==> src/rtl/axis_pkg.sv <==
// Shared types and constants for the two-input AXI-Stream multiplexer.
package axis_pkg;

  localparam int DATA_WIDTH = 8;

  typedef struct packed {
    logic [DATA_WIDTH-1:0] data;
    logic                  last;
  } beat_t;

  localparam logic PORT_1 = 1'b0;
  localparam logic PORT_2 = 1'b1;

  typedef enum logic {
    IDLE   = 1'b0,
    LOCKED = 1'b1
  } grant_state_t;

endpackage

==> src/rtl/axis_skid_buffer.sv <==
// Two-entry register slice (output register plus skid register) that fully
// registers the master side and the upstream ready.
module axis_skid_buffer #(
  parameter int DATA_WIDTH = 8
) (
  input  logic                  clk,
  input  logic                  reset,
  input  logic [DATA_WIDTH-1:0] in_data,
  input  logic                  in_last,
  input  logic                  in_valid,
  output logic                  in_ready,
  output logic [DATA_WIDTH-1:0] out_data,
  output logic                  out_last,
  output logic                  out_valid,
  input  logic                  out_ready
);

  logic [DATA_WIDTH-1:0] skid_data, skid_data_next, out_data_next;
  logic                  skid_last, skid_last_next, out_last_next;
  logic                  skid_valid, skid_valid_next, out_valid_next;
  logic                  in_fire, drain;

  assign in_fire = in_valid && in_ready;
  assign drain   = out_valid && out_ready;

  // A new beat bypasses the skid register whenever the output slot frees up this cycle.
  always_comb begin
    out_data_next   = out_data;
    out_last_next   = out_last;
    out_valid_next  = out_valid;
    skid_data_next  = skid_data;
    skid_last_next  = skid_last;
    skid_valid_next = skid_valid;
    if (in_fire) begin
      if (!out_valid || drain) begin
        out_data_next  = in_data;
        out_last_next  = in_last;
        out_valid_next = 1'b1;
      end else begin
        skid_data_next  = in_data;
        skid_last_next  = in_last;
        skid_valid_next = 1'b1;
      end
    end else if (drain) begin
      if (skid_valid) begin
        out_data_next   = skid_data;
        out_last_next   = skid_last;
        skid_valid_next = 1'b0;
      end else begin
        out_valid_next = 1'b0;
      end
    end
  end

  always_ff @(posedge clk) begin
    if (reset) begin
      out_data   <= '0;
      out_last   <= 1'b0;
      out_valid  <= 1'b0;
      skid_data  <= '0;
      skid_last  <= 1'b0;
      skid_valid <= 1'b0;
      in_ready   <= 1'b0;
    end else begin
      out_data   <= out_data_next;
      out_last   <= out_last_next;
      out_valid  <= out_valid_next;
      skid_data  <= skid_data_next;
      skid_last  <= skid_last_next;
      skid_valid <= skid_valid_next;
      in_ready   <= !skid_valid_next;
    end
  end

endmodule

==> src/rtl/mux_2_1.sv <==
// Two-input AXI-Stream mux: packet-atomic grant FSM and input mux feeding a
// registered skid buffer on the master port.
module mux_2_1
  import axis_pkg::*;
#(
  parameter int DATA_WIDTH = axis_pkg::DATA_WIDTH
) (
  input  logic                  clk,
  input  logic                  reset,
  input  logic                  sel,
  input  logic [DATA_WIDTH-1:0] s_data_1,
  input  logic                  s_valid_1,
  output logic                  s_ready_1,
  input  logic                  s_last_1,
  input  logic [DATA_WIDTH-1:0] s_data_2,
  input  logic                  s_valid_2,
  output logic                  s_ready_2,
  input  logic                  s_last_2,
  output logic [DATA_WIDTH-1:0] m_data,
  output logic                  m_valid,
  input  logic                  m_ready,
  output logic                  m_last
);

  grant_state_t          state, state_next;
  logic                  locked_port, locked_port_next;
  logic                  grant;
  logic [DATA_WIDTH-1:0] mux_data;
  logic                  mux_valid, mux_last;
  logic                  buf_ready;
  logic                  accept;

  // The registered buffer ready is only ever exposed to the granted slave.
  always_comb begin
    grant = (state == LOCKED) ? locked_port : sel;
    if (grant == PORT_2) begin
      mux_data  = s_data_2;
      mux_valid = s_valid_2;
      mux_last  = s_last_2;
    end else begin
      mux_data  = s_data_1;
      mux_valid = s_valid_1;
      mux_last  = s_last_1;
    end
    s_ready_1 = buf_ready && (grant == PORT_1);
    s_ready_2 = buf_ready && (grant == PORT_2);
    accept    = mux_valid && buf_ready;
  end

  always_comb begin
    state_next       = state;
    locked_port_next = locked_port;
    if (accept) begin
      if (mux_last) begin
        state_next = IDLE;
      end else begin
        state_next       = LOCKED;
        locked_port_next = grant;
      end
    end
  end

  always_ff @(posedge clk) begin
    if (reset) begin
      state       <= IDLE;
      locked_port <= PORT_1;
    end else begin
      state       <= state_next;
      locked_port <= locked_port_next;
    end
  end

  axis_skid_buffer #(
    .DATA_WIDTH(DATA_WIDTH)
  ) u_skid (
    .clk      (clk),
    .reset    (reset),
    .in_data  (mux_data),
    .in_last  (mux_last),
    .in_valid (mux_valid),
    .in_ready (buf_ready),
    .out_data (m_data),
    .out_last (m_last),
    .out_valid(m_valid),
    .out_ready(m_ready)
  );

endmodule

==> config.mk <==
export PLATFORM = sky130hd
export DESIGN_NAME = mux_2_1
export DESIGN_NICKNAME = d
export VERILOG_FILES = /design/src/rtl/axis_pkg.sv /design/src/rtl/axis_skid_buffer.sv /design/src/rtl/mux_2_1.sv
export SDC_FILE = /design/constraint.sdc
export NUM_CORES = 1
export LEC_CHECK = 0
export CAP_MARGIN = 0
export CORE_ASPECT_RATIO = 1.2
export CORE_MARGIN = 3
export CORE_UTILIZATION = 46
export CTS_BUF_LIST = sky130_fd_sc_hd__clkbuf_16
export DETAILED_ROUTE_END_ITERATION = 6
export GPL_TIMING_DRIVEN = 0
export PLACE_DENSITY = 0.81
export SETUP_SLACK_MARGIN = 0.15
export SLEW_MARGIN = 30
export SYNTH_ARGS = -nofsm -noshare
export SYNTH_HDL_FRONTEND = slang
export SYNTH_SLANG_ARGS = --single-unit
==> constraint.sdc <==
create_clock -name clk -period 2 [get_ports clk]
set_input_delay 0.5 -clock clk [delete_from_list [all_inputs] [get_ports clk]]
set_output_delay 0.5 -clock clk [all_outputs]
set_load 0.01 [all_outputs]
==> results.json <==
{
  "status": "completed",
  "min_from": "u_skid.out_data[3]",
  "grt_pass1_wl_mm": 5.830,
  "avgSynthCellArea_um2": 9.314,
  "syn_inst": 126,
  "critPathLaunch": "state",
  "core_area_um2": 2354,
  "slowest_delay_ps": 360,
  "synth_top_area_cell": "dfxtp_1",
  "skew_ps": 3.564,
  "synth_top_area_frac": 0.3923,
  "min_period_over_period": 0.9719,
  "numCtsBuffers": 3,
  "gr-total-overflow": 0,
  "rsz0062_at_grt": "yes",
  "fmax_mhz": 514.5,
  "pwr-share-comb": 0.279,
  "setup_viol": 0,
  "grt.busiest_layer": "met2",
  "totalWireLength_mm": 4.186,
  "initial_core_util": 0.4987,
  "cts_tree": "done",
  "cp.required_ps": 1500,
  "final_net_count": 206,
  "critPathMaxFanout": 4,
  "die_y_um": 61.33,
  "dpl_cell_area_um2": 1563,
  "io_pins": 36,
  "fin_setup_tns_ps": 0,
  "holdBufCountCts": 0,
  "hold_slack_ps": 470.8,
  "grt_pass1_vias": 1202,
  "leakagePower_uw": 0.0007432,
  "yosysSeqAreaShare": 0.3923,
  "crit_type": "reg2out",
  "area_growth_pct": 69.30,
  "hold_violations": 0,
  "layout_common_cells": "31 x clkdlybuf4s50_1, 22 x dfxtp_1, 12 x nand2_1, 10 x inv_1",
  "synth_cell_types": 32,
  "cp_slowest_cell": "dfxtp_4",
  "diodes": 0,
  "pwr-share-seq": 0.378,
  "ant_nets": 0,
  "syn_area_um2": 1174,
  "synth_seq_cells": 23,
  "use_met1": 0.2939,
  "grt_usage": 0.2531,
  "dpl.hpwl_mm": 2.069,
  "drv_slew": 0,
  "hold_path_class": "reg2reg",
  "reg2reg_from": "state",
  "clock_sinks": 23,
  "dr_total_vias": 1254,
  "cp-start-kind": "flop",
  "clock_path_buffers": 2,
  "yosysWarnings": 0,
  "cts.clk_slew.worst_paths_ps": 60,
  "p_total_uw": 1294,
  "p_per_area_nw_per_um2": 651.2,
  "antenna_found_initial": 0,
  "grt_use_met3": 0.03874,
  "layout_commonest_cell": "clkdlybuf4s50_1",
  "clock_latency_ps": 260,
  "path_cells": "mux2_4 > buf_12 > buf_8 > and2_4 > buf_6",
  "first_pass_iters": 4,
  "grt_max_degree": 14,
  "io_buffers": 35,
  "die_w_um": 52.11,
  "switching_share": 0.2717,
  "ctsRootBufferMaster": "clkbuf_16",
  "row_count": 19,
  "slew_headroom": 0.5301,
  "htreeDepth": 1,
  "power.share.clock": 0.343,
  "synthTopCellsByArea": "dfxtp_1 39%, mux2i_1 6.8%, a21oi_1 5.1%, mux2_2 3.8%, nand2_1 3.8%",
  "gr-usage-met2": 0.4452,
  "peakVddDrop_mv": 0.6122,
  "avgViaCountPerCell": 5.915,
  "p_switching_uw": 351.5,
  "design_area_um2": 1987,
  "dr.first_iter.drc_count": 32,
  "max_slew.worst_pin.slew_ps": 704.9,
  "critPathCaptureType": "primary output",
  "die_area_um2": 3196,
  "cp.arrival_ps": 1440,
  "cap_violations": 0,
  "layout-drive-gt1-share": 0.3812,
  "remaining_drc_errors": 0,
  "internal-power_uw": 942.2,
  "place.gp.congestion": 0.7879,
  "synth_fp_nets": 150,
  "post-route-min-period_ps": 1944,
  "wl_per_cell_um": 19.75
}
==> state kept, by name (all words and copies together) (netlist names) <==
name               flops
u_skid.out_last        1
u_skid.skid_data       8
state                  1
u_skid.out_valid       1
u_skid.out_data        8
u_skid.skid_valid      1
u_skid.in_ready        1
locked_port            1
u_skid.skid_last       1
==> Yosys cell counts <==
| cell type | n |
|---|---|
| mux2i_4 | 1 |
| nand2_1 | 12 |
| buf_12 | 1 |
| nor2_1 | 6 |
| o32ai_1 | 5 |
| clkbuf_1 | 2 |
| nor3_1 | 1 |
| or4_4 | 1 |
| mux2_2 | 4 |
| a211oi_1 | 5 |
| and2b_1 | 1 |
| buf_2 | 2 |
| o31ai_2 | 1 |
| o22ai_1 | 4 |
| nand3b_1 | 1 |
| a311oi_1 | 4 |
| a21oi_1 | 12 |
| dfxtp_1 | 23 |
| nor2b_1 | 1 |
| o21a_1 | 1 |
| inv_1 | 10 |
| a21bo_2 | 1 |
| o31ai_1 | 1 |
| o21ai_0 | 1 |
| nand2b_1 | 1 |
| and3_1 | 3 |
| mux2_4 | 1 |
| mux2i_2 | 1 |
| buf_6 | 3 |
| and2_1 | 7 |
| mux2i_1 | 8 |
| nor3_2 | 1 |
==> kinds of logic after synthesis <==
| logic type | after synthesis | synth area share |
|---|---|---|
| flip-flops | 23 | 0.3923 |
| AND/OR/NAND/NOR | 35 | 0.1567 |
| buffers and inverters | 18 | 0.09276 |
| multiplexers | 15 | 0.1503 |
| AO/OA/AOI/OAI | 35 | 0.2079 |
==> per-layer routing <==
metal  part of all wire  wire length, µm
met5                  0                0
met4              0.035              148
met3              0.048              203
met2               0.52             2188
met1               0.39             1644
==> repair_timing <==
action / 4_1_cts / 5_1_grt
cloned: 2 / 0
buffers inserted: 6 / 8
gates resized for setup: 41 / 23
setup endpoints to repair: 23 / 22
pin swaps: 4 / 14
==> power groups by stage <==
stage	clock network [µW]	logic [µW]	registers, µW
floorplan	0	136	499
finish	444	361	489
global route	460	380	490
global placement	0	238	496
detailed placement	0	240	497
CTS	443	290	488
==> final cells by class <==
class / instances / area, µm²
clock inverters: 1 / 5.005
repair buffers: 51 / 508.0
clock buffers: 3 / 75.07
flip-flops and latches: 23 / 464.2
plain buffers: 8 / 92.59
inverters: 10 / 37.54
well taps: 31 / 38.79
fillers: 119 / 366.6
multi-input cells: 85 / 765.7
==> stage by stage <==
step	util	setup slack, ps	cells
CTS	0.7709	10.60	204
global route	0.8442	35.45	212
finish	0.8442	56.21	212
global placement	0.6640	-730.4	192
floorplan	-	232.6	126
detailed placement	0.6640	-762.2	192
==> path summary, 6_finish.rpt <==
kind | end | slack (ps) | cells past startpoint
hold reg to reg | u_skid.out_data[3] | 470 | 2
setup / recovery | s_ready_2 | 60 | 5
setup reg to reg | u_skid.skid_data[2] | 90 | 8
hold / removal | u_skid.out_data[3] | 470 | 2
==> critical path, delay by kind of cell, from the launching register on <==
family,cells,cell delay (ps)
DFF,1,360
buffers and inverters,3,350
muxes,1,310
and+or+nand+nor,1,150
Power figures use the tool's default switching activity.
==> RTL edit: new RTL, config.mk and constraints unchanged <==
`DATA_WIDTH` is set to 8 in 2 places; all go to 6.
--- a/src/rtl/axis_pkg.sv
+++ b/src/rtl/axis_pkg.sv
@@ -1,7 +1,7 @@
 // Shared types and constants for the two-input AXI-Stream multiplexer.
 package axis_pkg;
 
-  localparam int DATA_WIDTH = 8;
+  localparam int DATA_WIDTH = 6;
 
   typedef struct packed {
     logic [DATA_WIDTH-1:0] data;
--- a/src/rtl/axis_skid_buffer.sv
+++ b/src/rtl/axis_skid_buffer.sv
@@ -1,7 +1,7 @@
 // Two-entry register slice (output register plus skid register) that fully
 // registers the master side and the upstream ready.
 module axis_skid_buffer #(
-  parameter int DATA_WIDTH = 8
+  parameter int DATA_WIDTH = 6
 ) (
   input  logic                  clk,
   input  logic                  reset,
Interface: changed (resized m_data, s_data_1 and s_data_2); port bits go from 36 to 30. No check against the original RTL was run, so the function may have changed too.
==> RTL edit against the original RTL <==
- combinational power fell by 42%
- worst hold slack worse by 0.017 ns
- sequential cell count fell by 4
- register-to-register slack better by 0.14 ns
- via count fell by 26%
- core utilization down 10 points
- power decreased by 21%
- cell count is 23% lower
- routed wire length fell by 40%
- worst setup slack better by 0.074 ns
- sequential share of layout area is 3.9 points higher
- area after synthesis decreased by 19%
- cell area is 29% lower
- largest cell class unchanged
==> RTL edit: results (changes against the original RTL) <==
* Outcome: finished, final reports clean
* WL/cell at 15.4 um (-22%)
* Routed wl met2 at 1290 um (-41%)
* Nets@finish at 165 (-20%)
* Placed inst area at 0.00126 mm2 (-19%)
* Pin count of the biggest net entering global routing at 12 (-2)
* Worst hold slack at 0.454 ns (-0.0173 ns)
* Synth top cells by count: dfxtp_1 (19), a21oi_1 (10), nand2_1 (10)
* First-pass GRT wire length at 4010 um (-31%)
* Synth unique cells at 29 (-9.4%)
* Via count at 929 (-26%)
* Slew HR at 67.5% (+15 points)
* Worst Clk Skew at 0.00222 ns (-0.00135 ns)
* Crit path largest cell delay at 0.38 ns (+0.02 ns)
* M1 WL at 1020 um (-38%)
* Largest registers: u_skid.out_data: 6 flops, u_skid.skid_data: 6 flops
* Routed WL at 2510 um (-40%)
* Worst vdd ir at 0.000585 V (-4.5%)
* Mapped Nets at 126 (-16%)
* Sink of the worst hold path: u_skid.out_data[0]
* Global-route usage over all layers at 20.1% (-5.2 points)
* Count of input and output buffers at 29 (-17%)
* Hold wc startpoint: u_skid.out_data[0]
* Register area share after synthesis at 40.1% (+0.82 points)
* Flop-to-flop setup slack at 0.23 ns (+0.14 ns)
* Largest cells by area after synthesis: dfxtp_1 (40%), mux2i_1 (7.4%), a21oi_1 (5.3%)
* Share of layout cells above drive strength 1 at 20.1% (-18 points)
* Pleak at 0.000532 uW (-28%)
* GPL Wtd Cong at 0.765 (-2.9%)
* Worst r2r path cells at 6 (-2)
* Filler instances at 130 (+9.2%)
* Post-DP HPWL at 1690 um (-18%)
* Clock slew at reported path FFs at approximately 0.05 ns
[RTL edit: final cells by class]
class                   count  area share (%)
plain buffers               7            3.55
flip-flops and latches     19            27.3
inverters                   8            2.13
clock buffers               3            5.33
multi-input cells          72            37.3
clock inverters             1           0.355
repair buffers             34            22.4
well taps                  19            1.69
[RTL edit: worst max-delay path by stage]
stage                          end  slack, ns  depth (start not counted)
5_1_grt        u_skid.skid_data[1]       0.07                          6
6_report                 s_ready_2       0.13                          4
4_1_cts                  s_ready_2      -0.01                          5
2_1_floorplan            s_ready_2       0.34                          3
3_5_place_dp             s_ready_2      -0.70                          5
3_3_place_gp             s_ready_2      -0.68                          5
[RTL edit: report_power, final]
| group | switching (uW) | internal (uW) | leakage (uW) |
|---|---|---|---|
| combinational | 94.3 | 117 | 0.000336 |
| clock | 141 | 268 | 0.0000409 |
| sequential | 11.6 | 393 | 0.000155 |
[RTL edit: cells by family (layout without fill, tap and decap cells)]
| group | Yosys count | after routing | share of synthesized area (%) |
|---|---|---|---|
| and+or+nand+nor | 31 | 31 | 17.0 |
| AOI/OAI and AO/OA | 29 | 29 | 21.3 |
| DFF | 19 | 19 | 40.1 |
| buffers and inverters | 15 | 53 | 6.72 |
| muxes | 12 | 12 | 14.9 |
[RTL edit: metal layers]
layer	vias to the layer above	track usage, %
met5	-	0
met4	0	10.3
met3	9	3.88
met2	25	32.4
met1	440	24.0
li1	455	-
[RTL edit: per-stage QoR]
step / instances / TNS (ns) / setup slack, ns / utilization, %
floorplan: 106 / 0 / 0.338 / -
global placement: 154 / -5.10 / -0.682 / 66.8
detailed placement: 154 / -5.18 / -0.699 / 66.8
CTS: 160 / -0.0137 / -0.0137 / 72.0
global route: 163 / 0 / 0.0731 / 74.4
finish: 163 / 0 / 0.130 / 74.4
[RTL edit: worst reg2reg max path, stage by stage (launching register included)]
cell      delay [ns]
dfxtp_4         0.38
mux2i_4         0.23
buf_4           0.17
mux2i_2         0.29
and2_1          0.16
clkbuf_1        0.26
a311oi_1        0.15
[RTL edit: what timing repair did]
item                       CTS  global route
resized for setup           13             9
setup buffers                2             3
hold endpoints to repair     0             0
setup endpoints to repair   19            17
cloned                       0             0
